### config.mk
export PLATFORM = sky130hd
export DESIGN_NAME = ttt_game_ctrl
export DESIGN_NICKNAME = d
export VERILOG_FILES = /design/src/rtl/ttt_pkg.sv /design/src/rtl/ttt_eval.sv /design/src/rtl/ttt_game_ctrl.sv
export SDC_FILE = /design/constraint.sdc
export NUM_CORES = 1
export LEC_CHECK = 0
export ABC_AREA = 1
export CORE_MARGIN = 3
export CORE_UTILIZATION = 56
export CTS_CLUSTER_DIAMETER = 60
export DETAILED_ROUTE_END_ITERATION = 10
export HOLD_SLACK_MARGIN = 0.05
export PLACE_DENSITY = 0.85
export RECOVER_POWER = 50
export SETUP_SLACK_MARGIN = 0.5
export SYNTH_ARGS = -nofsm -noshare
export SYNTH_HDL_FRONTEND = slang
export SYNTH_HIERARCHICAL = 1
export SYNTH_SLANG_ARGS = --single-unit
### constraint.sdc
create_clock -name clk -period 3 [get_ports clk]
set_input_delay 0.6 -clock clk [delete_from_list [all_inputs] [get_ports clk]]
set_output_delay 0.6 -clock clk [all_outputs]
set_load 0.02 [all_outputs]
### src/rtl/ttt_pkg.sv
// Shared types and constants for the tic-tac-toe game controller.
// Holds the FSM state enum, winner encodings, the cell count and the eight
// win-line masks (bit i of a mask is board cell i).
package ttt_pkg;

  localparam int NUM_CELLS = 9;

  typedef enum logic [2:0] {
    ST_IDLE,
    ST_TURN_X,
    ST_TURN_O,
    ST_CHECK,
    ST_DONE
  } state_t;

  typedef enum logic [1:0] {
    WIN_NONE = 2'b00,
    WIN_X    = 2'b01,
    WIN_O    = 2'b10,
    WIN_DRAW = 2'b11
  } winner_t;

  // Three rows, three columns, two diagonals.
  localparam logic [7:0][NUM_CELLS-1:0] WIN_MASKS = {
    9'b000_000_111,
    9'b000_111_000,
    9'b111_000_000,
    9'b001_001_001,
    9'b010_010_010,
    9'b100_100_100,
    9'b100_010_001,
    9'b001_010_100
  };

endpackage

### src/rtl/ttt_eval.sv
// Purpose     : combinational board evaluator (wins per player, board full).
// Latency     : zero cycles, purely combinational.
// Backpressure: none, no handshake.
// Ports: board_x/board_o in (9b occupancy); win_x, win_o, full, both_win out.
module ttt_eval
  import ttt_pkg::*;
(
  input  logic [NUM_CELLS-1:0] board_x,
  input  logic [NUM_CELLS-1:0] board_o,
  output logic                 win_x,
  output logic                 win_o,
  output logic                 full,
  output logic                 both_win
);

  always_comb begin
    win_x = 1'b0;
    win_o = 1'b0;
    for (int i = 0; i < 8; i++) begin
      win_x = win_x | ((board_x & WIN_MASKS[i]) == WIN_MASKS[i]);
      win_o = win_o | ((board_o & WIN_MASKS[i]) == WIN_MASKS[i]);
    end
  end

  assign full     = &(board_x | board_o);
  // Only reachable if the controller ever let a player move after a win.
  assign both_win = win_x & win_o;

endmodule

### src/rtl/ttt_game_ctrl.sv
// Purpose     : tic-tac-toe game controller (move legality, turns, win/draw).
// Latency     : legal move accept -> CHECK next edge -> DONE/next turn 2nd edge.
// Backpressure: move_ready high only in TURN_X/TURN_O; start overrides moves.
// Ports: clk, rst_n (async active-low), start, move_valid, move_pos[3:0] in;
//        move_ready, board_x/board_o[8:0], turn, illegal, timeout, game_over,
//        winner[1:0] out.
// Optional: define TTT_MOVE_TIMEOUT_EN to add the idle-turn forfeit counter;
//           otherwise timeout is tied low and no counter exists.
module ttt_game_ctrl
  import ttt_pkg::*;
#(
  parameter int TIMEOUT_CYCLES = 255
) (
  input  logic                 clk,
  input  logic                 rst_n,
  input  logic                 start,
  input  logic                 move_valid,
  input  logic [3:0]           move_pos,
  output logic                 move_ready,
  output logic [NUM_CELLS-1:0] board_x,
  output logic [NUM_CELLS-1:0] board_o,
  output logic                 turn,
  output logic                 illegal,
  output logic                 timeout,
  output logic                 game_over,
  output logic [1:0]           winner
);

  state_t               state, state_nxt;
  logic [NUM_CELLS-1:0] board_x_nxt, board_o_nxt;
  logic                 turn_nxt, illegal_nxt, timeout_nxt;
  logic [1:0]           winner_nxt;
  logic                 win_x, win_o, full, both_win;
  logic                 accept, legal, expire;
  logic [15:0]          pos_onehot;
  logic [NUM_CELLS-1:0] cell_mask;

  ttt_eval u_eval (
    .board_x  (board_x),
    .board_o  (board_o),
    .win_x    (win_x),
    .win_o    (win_o),
    .full     (full),
    .both_win (both_win)
  );

  assign move_ready = (state == ST_TURN_X) || (state == ST_TURN_O);
  assign game_over  = (state == ST_DONE);
  assign accept     = move_valid && move_ready && !start;

  // One-hot decode over 16 positions so out-of-range indices never slice
  // past the 9-bit board.
  assign pos_onehot = 16'd1 << move_pos;
  assign cell_mask  = pos_onehot[NUM_CELLS-1:0];
  assign legal      = (move_pos <= 4'd8) && ((cell_mask & (board_x | board_o)) == '0);

`ifdef TTT_MOVE_TIMEOUT_EN
  logic [7:0] tmo_cnt;

  assign expire = move_ready && !accept && !start &&
                  (tmo_cnt == 8'(TIMEOUT_CYCLES - 1));

  // Outside TURN states the counter sits at zero, so every TURN entry
  // starts a fresh count.
  always_ff @(posedge clk or negedge rst_n) begin
    if (!rst_n) begin
      tmo_cnt <= '0;
    end else if (start || accept || expire || !move_ready) begin
      tmo_cnt <= '0;
    end else begin
      tmo_cnt <= tmo_cnt + 8'd1;
    end
  end
`else
  assign expire = 1'b0;
`endif

  always_comb begin
    state_nxt   = state;
    board_x_nxt = board_x;
    board_o_nxt = board_o;
    turn_nxt    = turn;
    winner_nxt  = winner;
    illegal_nxt = 1'b0;
    timeout_nxt = 1'b0;
    if (start) begin
      state_nxt   = ST_TURN_X;
      board_x_nxt = '0;
      board_o_nxt = '0;
      turn_nxt    = 1'b0;
      winner_nxt  = WIN_NONE;
    end else begin
      case (state)
        ST_TURN_X, ST_TURN_O: begin
          if (accept) begin
            if (legal) begin
              if (state == ST_TURN_X) board_x_nxt = board_x | cell_mask;
              else                    board_o_nxt = board_o | cell_mask;
              state_nxt = ST_CHECK;
            end else begin
              illegal_nxt = 1'b1;
            end
          end else if (expire) begin
            state_nxt   = (state == ST_TURN_X) ? ST_TURN_O : ST_TURN_X;
            turn_nxt    = ~turn;
            timeout_nxt = 1'b1;
          end
        end
        ST_CHECK: begin
          // turn still names the player who just moved.
          if (turn ? win_o : win_x) begin
            state_nxt  = ST_DONE;
            winner_nxt = turn ? WIN_O : WIN_X;
          end else if (full) begin
            state_nxt  = ST_DONE;
            winner_nxt = WIN_DRAW;
          end else begin
            state_nxt = turn ? ST_TURN_X : ST_TURN_O;
            turn_nxt  = ~turn;
          end
        end
        default: ;
      endcase
    end
  end

  always_ff @(posedge clk or negedge rst_n) begin
    if (!rst_n) begin
      state   <= ST_IDLE;
      board_x <= '0;
      board_o <= '0;
      turn    <= 1'b0;
      winner  <= WIN_NONE;
      illegal <= 1'b0;
      timeout <= 1'b0;
    end else begin
      state   <= state_nxt;
      board_x <= board_x_nxt;
      board_o <= board_o_nxt;
      turn    <= turn_nxt;
      winner  <= winner_nxt;
      illegal <= illegal_nxt;
      timeout <= timeout_nxt;
    end
  end

endmodule
== Yosys cells after proc, flatten, opt, wreduce, memory -nomap -nowiden ==
Cells that the tools add are included.

* $add $sub $neg: 0
* Multipliers: 0
* Div/mod/pow operators: 0
* Magnitude comparators: 1
* Equal/unequal tests: 25
* Shift-type cells: 1
* Muxes and demuxes: 31
* Bitwise logic cells: 19
* Reductions and logical operators: 20

{| class="wikitable"
|+ Operator list
! kind !! count
|-
| $mux W9 || 10
|-
| $eq A3 B3 Y1 const B || 17
|-
| $or A9 B9 Y9 || 3
|-
| $mux W3 || 5
|-
| $or A1 B1 Y1 || 14
|-
| $mux W2 || 6
|-
| $reduce_bool A2 Y1 || 5
|-
| $and A9 B9 Y9 || 1
|-
| $logic_not A9 Y1 || 1
|-
| $mux W1 || 9
|-
| $reduce_and A9 Y1 || 1
|-
| $shl A1 B4 Y9 const A || 1
|-
| $reduce_and A4 Y1 || 2
|-
| $eq A3 B2 Y1 const B || 2
|-
| $ne A2 B2 Y1 const B || 3
|-
| $ne A3 B3 Y1 const B || 2
|-
| $pmux W3 S2 || 1
|-
| $reduce_and A3 Y1 || 2
|-
| $reduce_bool A3 Y1 || 2
|-
| $le A4 B4 Y1 const B || 1
|-
| $eq A3 B1 Y1 const B || 1
|-
| $logic_and A1 B1 Y1 || 3
|-
| $reduce_and A2 Y1 || 1
|-
| $reduce_or A2 Y1 || 1
|-
| other kinds (3) || 3
|}

* Bits in registers: 25
* Bits in latches: 0
* Memory bits (writable): 0
* ROM bits: 0
* Bits of input ports: 8
* Output and inout bits: 25
* Memories kept: 0

== Longest topological paths before layout ==
Gate-level depths: netlist of run 1.

* Depth after elaboration: 12
* Gate-level depth with buffers: 12
* Depth with buffers taken out: 11

== Modules after synthesis ==
The synthesis of run 1 kept the hierarchy.

{| class="wikitable"
|+ By module, submodules not included
! module !! instances !! cells an instance !! area each (um^2) !! seq. area each (um^2)
|-
| ttt_game_ctrl || 1 || 212 || 1,545.2 || 625.6
|-
| ttt_eval || 1 || 55 || 231.5 || 0.0
|}

== Least setup slack after synthesis of run 1 ==
No wires, ideal clock.

* Kind: register to register
* Start: register board_o[4]
* End: register winner[0]
* Setup time: 0.122 ns
* Arrival time: 1.565 ns
* Required time: 2.878 ns
* Slack: 1.314 ns
* Cell stages (with the launch flop): 11
* Path buffers: 0
* Period minus slack after synthesis: 1.686 ns
* Path through: dfrtp_1 nand2_1 nand2_1 nand2_1 nand2_1 nor2_2 inv_1 nand2_1 nand2_1 or2_2 a32o_1

* Longest elaborated chain between the ends: 12
* Elaborated cells between the ends (all ways): 19
* Classes of those cells: eq/ne: 4; mux: 4; bitwise: 8; reduce/logical: 3

{| class="wikitable"
|+ Ends and longest elaborated chain
! what !! RTL line !! text
|-
| start, declared || ttt_game_ctrl.sv:21 || <nowiki>output logic [NUM_CELLS-1:0] board_o,</nowiki>
|-
| start signal, assigned || ttt_game_ctrl.sv:139 || <nowiki>board_o <= board_o_nxt;</nowiki>
|-
| $eq A3 B3 Y1 || ttt_eval.sv:21 || <nowiki>win_o = win_o | ((board_o & WIN_MASKS[i]) == WIN_MASKS[i]);</nowiki>
|-
| $or A1 B1 Y1 (5 in series) || ttt_eval.sv:21 ||
|-
| $or A1 B1 Y1 (*) (2 in series) || ttt_eval.sv:21 ||
|-
| net win_o || ttt_game_ctrl.sv:33 || <nowiki>logic win_x, win_o, full, both_win;</nowiki>
|-
| $mux W1 (*) || ttt_game_ctrl.sv:111 || <nowiki>if (turn ? win_o : win_x) begin</nowiki>
|-
| $mux W2 || ttt_game_ctrl.sv:111 ||
|-
| $mux W2 || ttt_game_ctrl.sv:93 || <nowiki>case (state)</nowiki>
|-
| $mux W2 || ttt_game_ctrl.sv:86 || <nowiki>if (start) begin</nowiki>
|-
| end signal, assigned || ttt_game_ctrl.sv:141 || <nowiki>winner <= winner_nxt;</nowiki>
|-
| end, declared || ttt_game_ctrl.sv:26 || <nowiki>output logic [1:0] winner</nowiki>
|}

The timed path passes the listed nets; every way through them passes the cells marked *. The select of a mux whose other input is x is not followed.
A chain may end at the register's enable or synchronous reset.

== Final worst setup path of run 1 ==
* Start: input move_pos[0]
* End: register board_x[4]

* Longest elaborated chain between the ends: 7
* Elaborated cells between the ends (all ways): 13
* Classes of those cells: order compare: 1; shift: 1; mux: 5; bitwise: 2; reduce/logical: 4

{| class="wikitable"
|+ Ends and longest elaborated chain
! what !! RTL line !! text
|-
| start, declared || ttt_game_ctrl.sv:18 || <nowiki>input logic [3:0] move_pos,</nowiki>
|-
| $shl A1 B4 Y9 || ttt_game_ctrl.sv:53 || <nowiki>assign pos_onehot = 16'd1 << move_pos;</nowiki>
|-
| $or A9 B9 Y9 || ttt_game_ctrl.sv:97 || <nowiki>if (state == ST_TURN_X) board_x_nxt = board_x | cell_mask;</nowiki>
|-
| $mux W9 || ttt_game_ctrl.sv:97 ||
|-
| $mux W9 || ttt_game_ctrl.sv:96 || <nowiki>if (legal) begin</nowiki>
|-
| $mux W9 || ttt_game_ctrl.sv:95 || <nowiki>if (accept) begin</nowiki>
|-
| $mux W9 || ttt_game_ctrl.sv:93 ||
|-
| $mux W9 || ttt_game_ctrl.sv:86 ||
|-
| end signal, assigned || ttt_game_ctrl.sv:138 || <nowiki>board_x <= board_x_nxt;</nowiki>
|-
| end, declared || ttt_game_ctrl.sv:20 || <nowiki>output logic [NUM_CELLS-1:0] board_x,</nowiki>
|}

Several ways; a longest one is shown, not always the timed one. The select of a mux whose other input is x is not followed.

==> impl_metrics.toml, run 1 <==
[timing]
finalSetupTns_ps = 0
hold_viol_final = 0
hold_ws_ps = 508
period_minus_slack_ps = 2300
tightestPinTransition_ps = 1330
rsz0062_at_grt = "false"
fin_skew_ps = 20.8
setup_viol = 0
relSlewSlack_pct = 11.1
slew_violations = 0
max_freq_mhz = 436
period_share_pct = 76.5

[synth]
syn-num-nets = 274
synthCells = 266
yosys_warnings = 6
netlist_area_um2 = 1770
avgSynthCellArea_um2 = 6.66

[clocking]
ctsHoldBuffers = 0
cts_buffers = 3
cts.repair.resized = 0
cts_root_buf = "clkbuf_4"
tritoncts = "yes"
h-tree-depth = 1
path_clk_slew_ps = 150
post_cts_buffers = 0
cts.sinks = 25
clk_path_buf_depth = 2
clk_latency_ps = 330

[power]
power.density_nw_per_um2 = 596
ir_worst_vdd_mv = 0.428
p_leak_uw = 0.00109

[worst_setup_path]
critPathMaxStageDelay_ps = 590
setup.worst_path.start_class = "input pin"
cp_max_fo = 21
crit_top_cell = "nand2_1"
cp.required_ps = 3210
cp_cell_sequence = "dlygate4sd3_1 -> nor2_1 -> nand4_1 -> nand2_1 -> inv_1 -> nor2_2 -> nand2_2 -> nand2_4 -> nand3_4 -> nand2_1 -> nand2_1"
rrSetupSlack_ps = 1100
crit_type = "in -> reg"
end_kind = "register"
critPathTopFamily = "simple AND/OR/NAND/NOR gates"
slowest_stage = "dlygate4sd3_1"
arrival_ps = 2510
cp_num_buf_inv = 2

[floorplanning]
die_w_um = 62.2
die_area_um2 = 3870
die_height_um = 62.2
core-area_um2 = 2880
num_rows = 19
initial_core_util_pct = 61.5
num_io_pins = 33

[min_path]
holdCritPathClass = "reg -> reg"

[run]
cap_violations = 0

[layout]
register_area_um2 = 626
n_fill_cell = 231
fin_nets = 305
synthToLayoutAreaGrowth_pct = 19.3
layout-drive-gt1-share_pct = 8.11
insertedDiodeCount = 0
final_cell_area_um2 = 2110
multi_input_area_um2 = 955

[detailed_routing]
drt-total-wl_mm = 4.65
vias = 1857
ant_nets = 0
vias_per_cell = 5.49
drc = 0
drt_iter0_drc = 248
firstDrtPassIters = 5
drt-wirelength-per-cell_um = 13.8

[placement]
place.gp.congestion = 0.933
place_hpwl_mm = 3.42
port_buffers = 31
post_dp_cell_area_um2 = 2100

[run_status]
status = "finished clean"

[grt]
grt_pass1_wl_mm = 7.74
globalRoute.totalOverflow = 0
grt.total_usage_pct = 24.7
antenna_found_initial = 0
grt_start_max_net_pins = 26
first_global_vias = 1646
-- worst register-to-register path, stage by stage (launching register included) --
cell and delay (ps):
dfrtp_1 520, nand2_1 100, nand2_1 50, nand2_1 60, nand2_2 50, nor2_1 140
inv_1 60, nand2_1 100, nand2_1 80, or2_2 310, a21oi_1 210, a32o_1 150
-- per-stage QoR --
step	total power [µW]	cells	util, %	worst slack [ps]
2_1_floorplan	880	266	-	1370
3_3_place_gp	1100	334	72.9	670
3_5_place_dp	1110	334	72.9	626
4_1_cts	1260	338	73.8	555
5_1_grt	1340	338	73.4	485
6_report	1260	338	73.4	704
-- state kept, by name, summed over array words and instances (netlist names) --
register,count
board_o,9
board_x,9
state,3
winner,2
turn,1
illegal,1
-- layout make-up --
cell class | count | share of cell area, %
Inverter | 34 | 6.04
Tap cell | 42 | 2.49
Clock inverter | 1 | 0.237
Sequential cell | 25 | 29.6
Clock buffer | 3 | 1.07
Multi-Input combinational cell | 200 | 45.2
Timing Repair Buffer | 33 | 15.3
-- placed cells by master, fill, tap and decap left out, types with 5 or more instances in the layout --
cell type         n
nand2_1          97
clkdlybuf4s50_1  23
dfrtp_1          25
dlygate4sd3_1     7
nand2_2           5
a21oi_1          19
nor2_1           20
nor2_2            5
inv_1            31
nand4_1          19
nand3_1          15
-- report_power, final --
part / total, µW / switching, µW / internal, µW
Combinational: 589 / 368 / 221
Clock: 155 / 105 / 50.0
Sequential: 515 / 114 / 401
-- path summary, 6_finish.rpt --
kind / cells after the start / start / end
max: 11 / move_pos[0] / board_x[4]
min: 1 / winner[1] / winner[1]
max reg2reg: 11 / board_x[8] / winner[0]
min reg2reg: 1 / winner[1] / winner[1]
max in group asynchronous: 2 / rst_n / board_x[3]
min in group asynchronous: 2 / rst_n / winner[0]
-- metal layers --
| metal | GRT usage (%) | wire length, µm | vias to the layer above |
|---|---|---|---|
| met5 | 0 | 0 | - |
| met4 | 9.94 | 131 | 0 |
| met3 | 2.70 | 432 | 17 |
| met2 | 37.1 | 1990 | 114 |
| met1 | 36.4 | 2090 | 804 |
| li1 | - | - | 922 |
Power figures use the tool's default switching activity.
==> run 2: changes to the inputs <==
CORE_UTILIZATION = 52   (was 56)
PLACE_DENSITY = 0.8   (was 0.85)
clock period = 2.2 ns   (was 3 ns; I/O delays follow)
==> run 2 against run 1 <==
Non-clock buffer count up 27. Die area up 6.9%. Wire length up 33%. Via count up 15%. Power up 59%. Register-to-register slack worse by 640 ps. Sequential share of layout area down 4.2 points. First-iteration DRC count up 8.9%. Hold slack better by 17 ps. Critical endpoint is now move_ready. Largest cell class unchanged. Highest routed layer unchanged.
==> impl_metrics.toml, run 2 (synthesis results as in run 1) <==
[layout]
synthToLayoutAreaGrowth_pct = 41.6
insertedDiodeCount = 0
reg.largest.list = "board_o: 9 flops, board_x: 9 flops, state: 3 flops"
final_common_cell = "nand2_1"
mostFrequentLayoutCells = "90 x nand2_1, 26 x inv_1, 26 x dlygate4sd2_1"
fin_nets = 336
layout-drive-gt1-share_pct = 27.5
n_fill_cell = 241

[grt]
grt_start_max_net_pins = 26
grt_pass1_wl_mm = 8.18
first_global_vias = 1718
globalRoute.totalOverflow = 0
antenna_found_initial = 0
grt.total_usage_pct = 25.3

[worst_setup_path]
cp.required_ps = 1760
setup.worst_path.start_class = "register"
cp_cell_sequence = "inv_2 -> or2_1 -> o21ai_2 -> buf_6"
reg2reg_depth = 11
worstReg2RegEnd = "winner[0]"
cp_max_fo = 3
end_kind = "output pin"
crit_type = "reg -> out"
arrival_ps = 1310
slowest_stage = "dfrtp_1"
r2r_start = "board_x[3]"
rrSetupSlack_ps = 460
critPathMaxStageDelay_ps = 400

[detailed_routing]
vias_per_cell = 5.74
drc = 0
firstDrtPassIters = 5
drt-total-wl_mm = 6.21
vias = 2129
drt-wirelength-per-cell_um = 16.7
ant_nets = 0
drt_iter0_drc = 270

[timing]
finalSetupTns_ps = 0
period_minus_slack_ps = 1750
setup_viol = 0
hold_viol_final = 0
hold_ws_ps = 525
slew_violations = 0
relSlewSlack_pct = 61.3
tightestPinTransition_ps = 580
fin_skew_ps = 2.84
period_share_pct = 79.6
max_freq_mhz = 571
rsz0062_at_grt = "true"

[floorplanning]
num_io_pins = 33
initial_core_util_pct = 56.2
die_height_um = 64.4
die_area_um2 = 4140
core-area_um2 = 3150
die_w_um = 64.4
num_rows = 20

[clocking]
tritoncts = "yes"
cts_buffers = 3
ctsHoldBuffers = 0
clk_path_buf_depth = 2
path_clk_slew_ps = 150
cts.sinks = 25
h-tree-depth = 1
clk_latency_ps = 330
cts_root_buf = "clkbuf_4"

[power]
combPwrFrac_pct = 54.2
ir_worst_vdd_mv = 0.489
seqPwrFrac_pct = 34.6
power.density_nw_per_um2 = 796
switching_share_pct = 47.8
power_frac_clock_pct = 11.2
p_sw_uw = 953
power.total_uw = 2000
p_int_uw = 1040
p_leak_uw = 0.00134

[placement]
port_buffers = 31
place_hpwl_mm = 3.55
place.gp.congestion = 0.879

[min_path]
holdCritPathClass = "in -> async"

[run_status]
status = "finished clean"

[run]
cap_violations = 0
==> run 2: changes by cell type in the layout (fill, tap and decap cells not counted), sizes merged <==
cell           delta
clkdlybuf4s50    -21
dlygate4sd2      +26
clkinvlp          +1
nand3             +2
clkinv            -1
nand2             +2
inv               -1
buf              +30
dlymetal6s2s      -1
dlygate4sd3       -6
==> run 2: cell type report <==
class | instances | area (µm²) | share of cell area (%)
flip-flops and latches | 25 | 637 | 25.4
well taps | 44 | 55.1 | 2.20
inverters | 34 | 134 | 5.34
multi-input cells | 204 | 1130 | 45.1
repair buffers | 60 | 524 | 20.9
clock buffers | 4 | 26.3 | 1.05
==> run 2: what timing repair did <==
| action | in CTS | in global routing |
|---|---|---|
| endpoints found under the setup margin | 44 | 26 |
| resized for setup | 48 | 44 |
| buffers inserted | 11 | 14 |
| pin swaps | 1 | 20 |
| gates cloned | 0 | 5 |
==> run 2: worst max path at each step <==
stage,from,to,depth (start not counted),slack (ps)
after global routing,state[1],move_ready,4,390
final,state[1],move_ready,4,450
after detailed placement,move_pos[0],board_o[7],11,30
after global placement,move_pos[3],board_x[1],10,30
after floorplan,board_x[2],winner[0],10,570
after CTS,state[0],move_ready,3,300
==> run 2: worst max-delay path, delay by kind of cell, from the launching register on <==
| kind | cells | cell delay, ps |
|---|---|---|
| AND/OR/NAND/NOR | 1 | 220 |
| flip-flops | 1 | 400 |
| buffers and inverters | 2 | 200 |
| AO/OA/AOI/OAI | 1 | 170 |
==> run 2: power groups by stage <==
stage	Combinational [µW]	Clock [µW]	Sequential, µW
after floorplan	449	0	751
after global placement	805	0	705
after detailed placement	812	0	704
after CTS	824	214	689
after global routing	1170	236	706
final	1080	223	691
==> run 2: through the flow <==
stage	utilization, %	std cells	cell area [µm²]	setup slack (ps)
2_1_floorplan	-	266	1770	565
3_3_place_gp	66.8	337	2110	32.8
3_5_place_dp	66.8	337	2110	34.5
4_1_cts	70.2	352	2210	300
5_1_grt	79.5	371	2510	387
6_report	79.5	371	2510	449
==> run 2: per-layer routing <==
layer | routed length, µm | GRT usage, % | vias up
met2 | 2930 | 39.9 | 128
met4 | 281 | 7.92 | 0
met1 | 2480 | 36.2 | 989
met3 | 514 | 2.99 | 27
li1 | - | - | 985
met5 | 0 | 0 | -
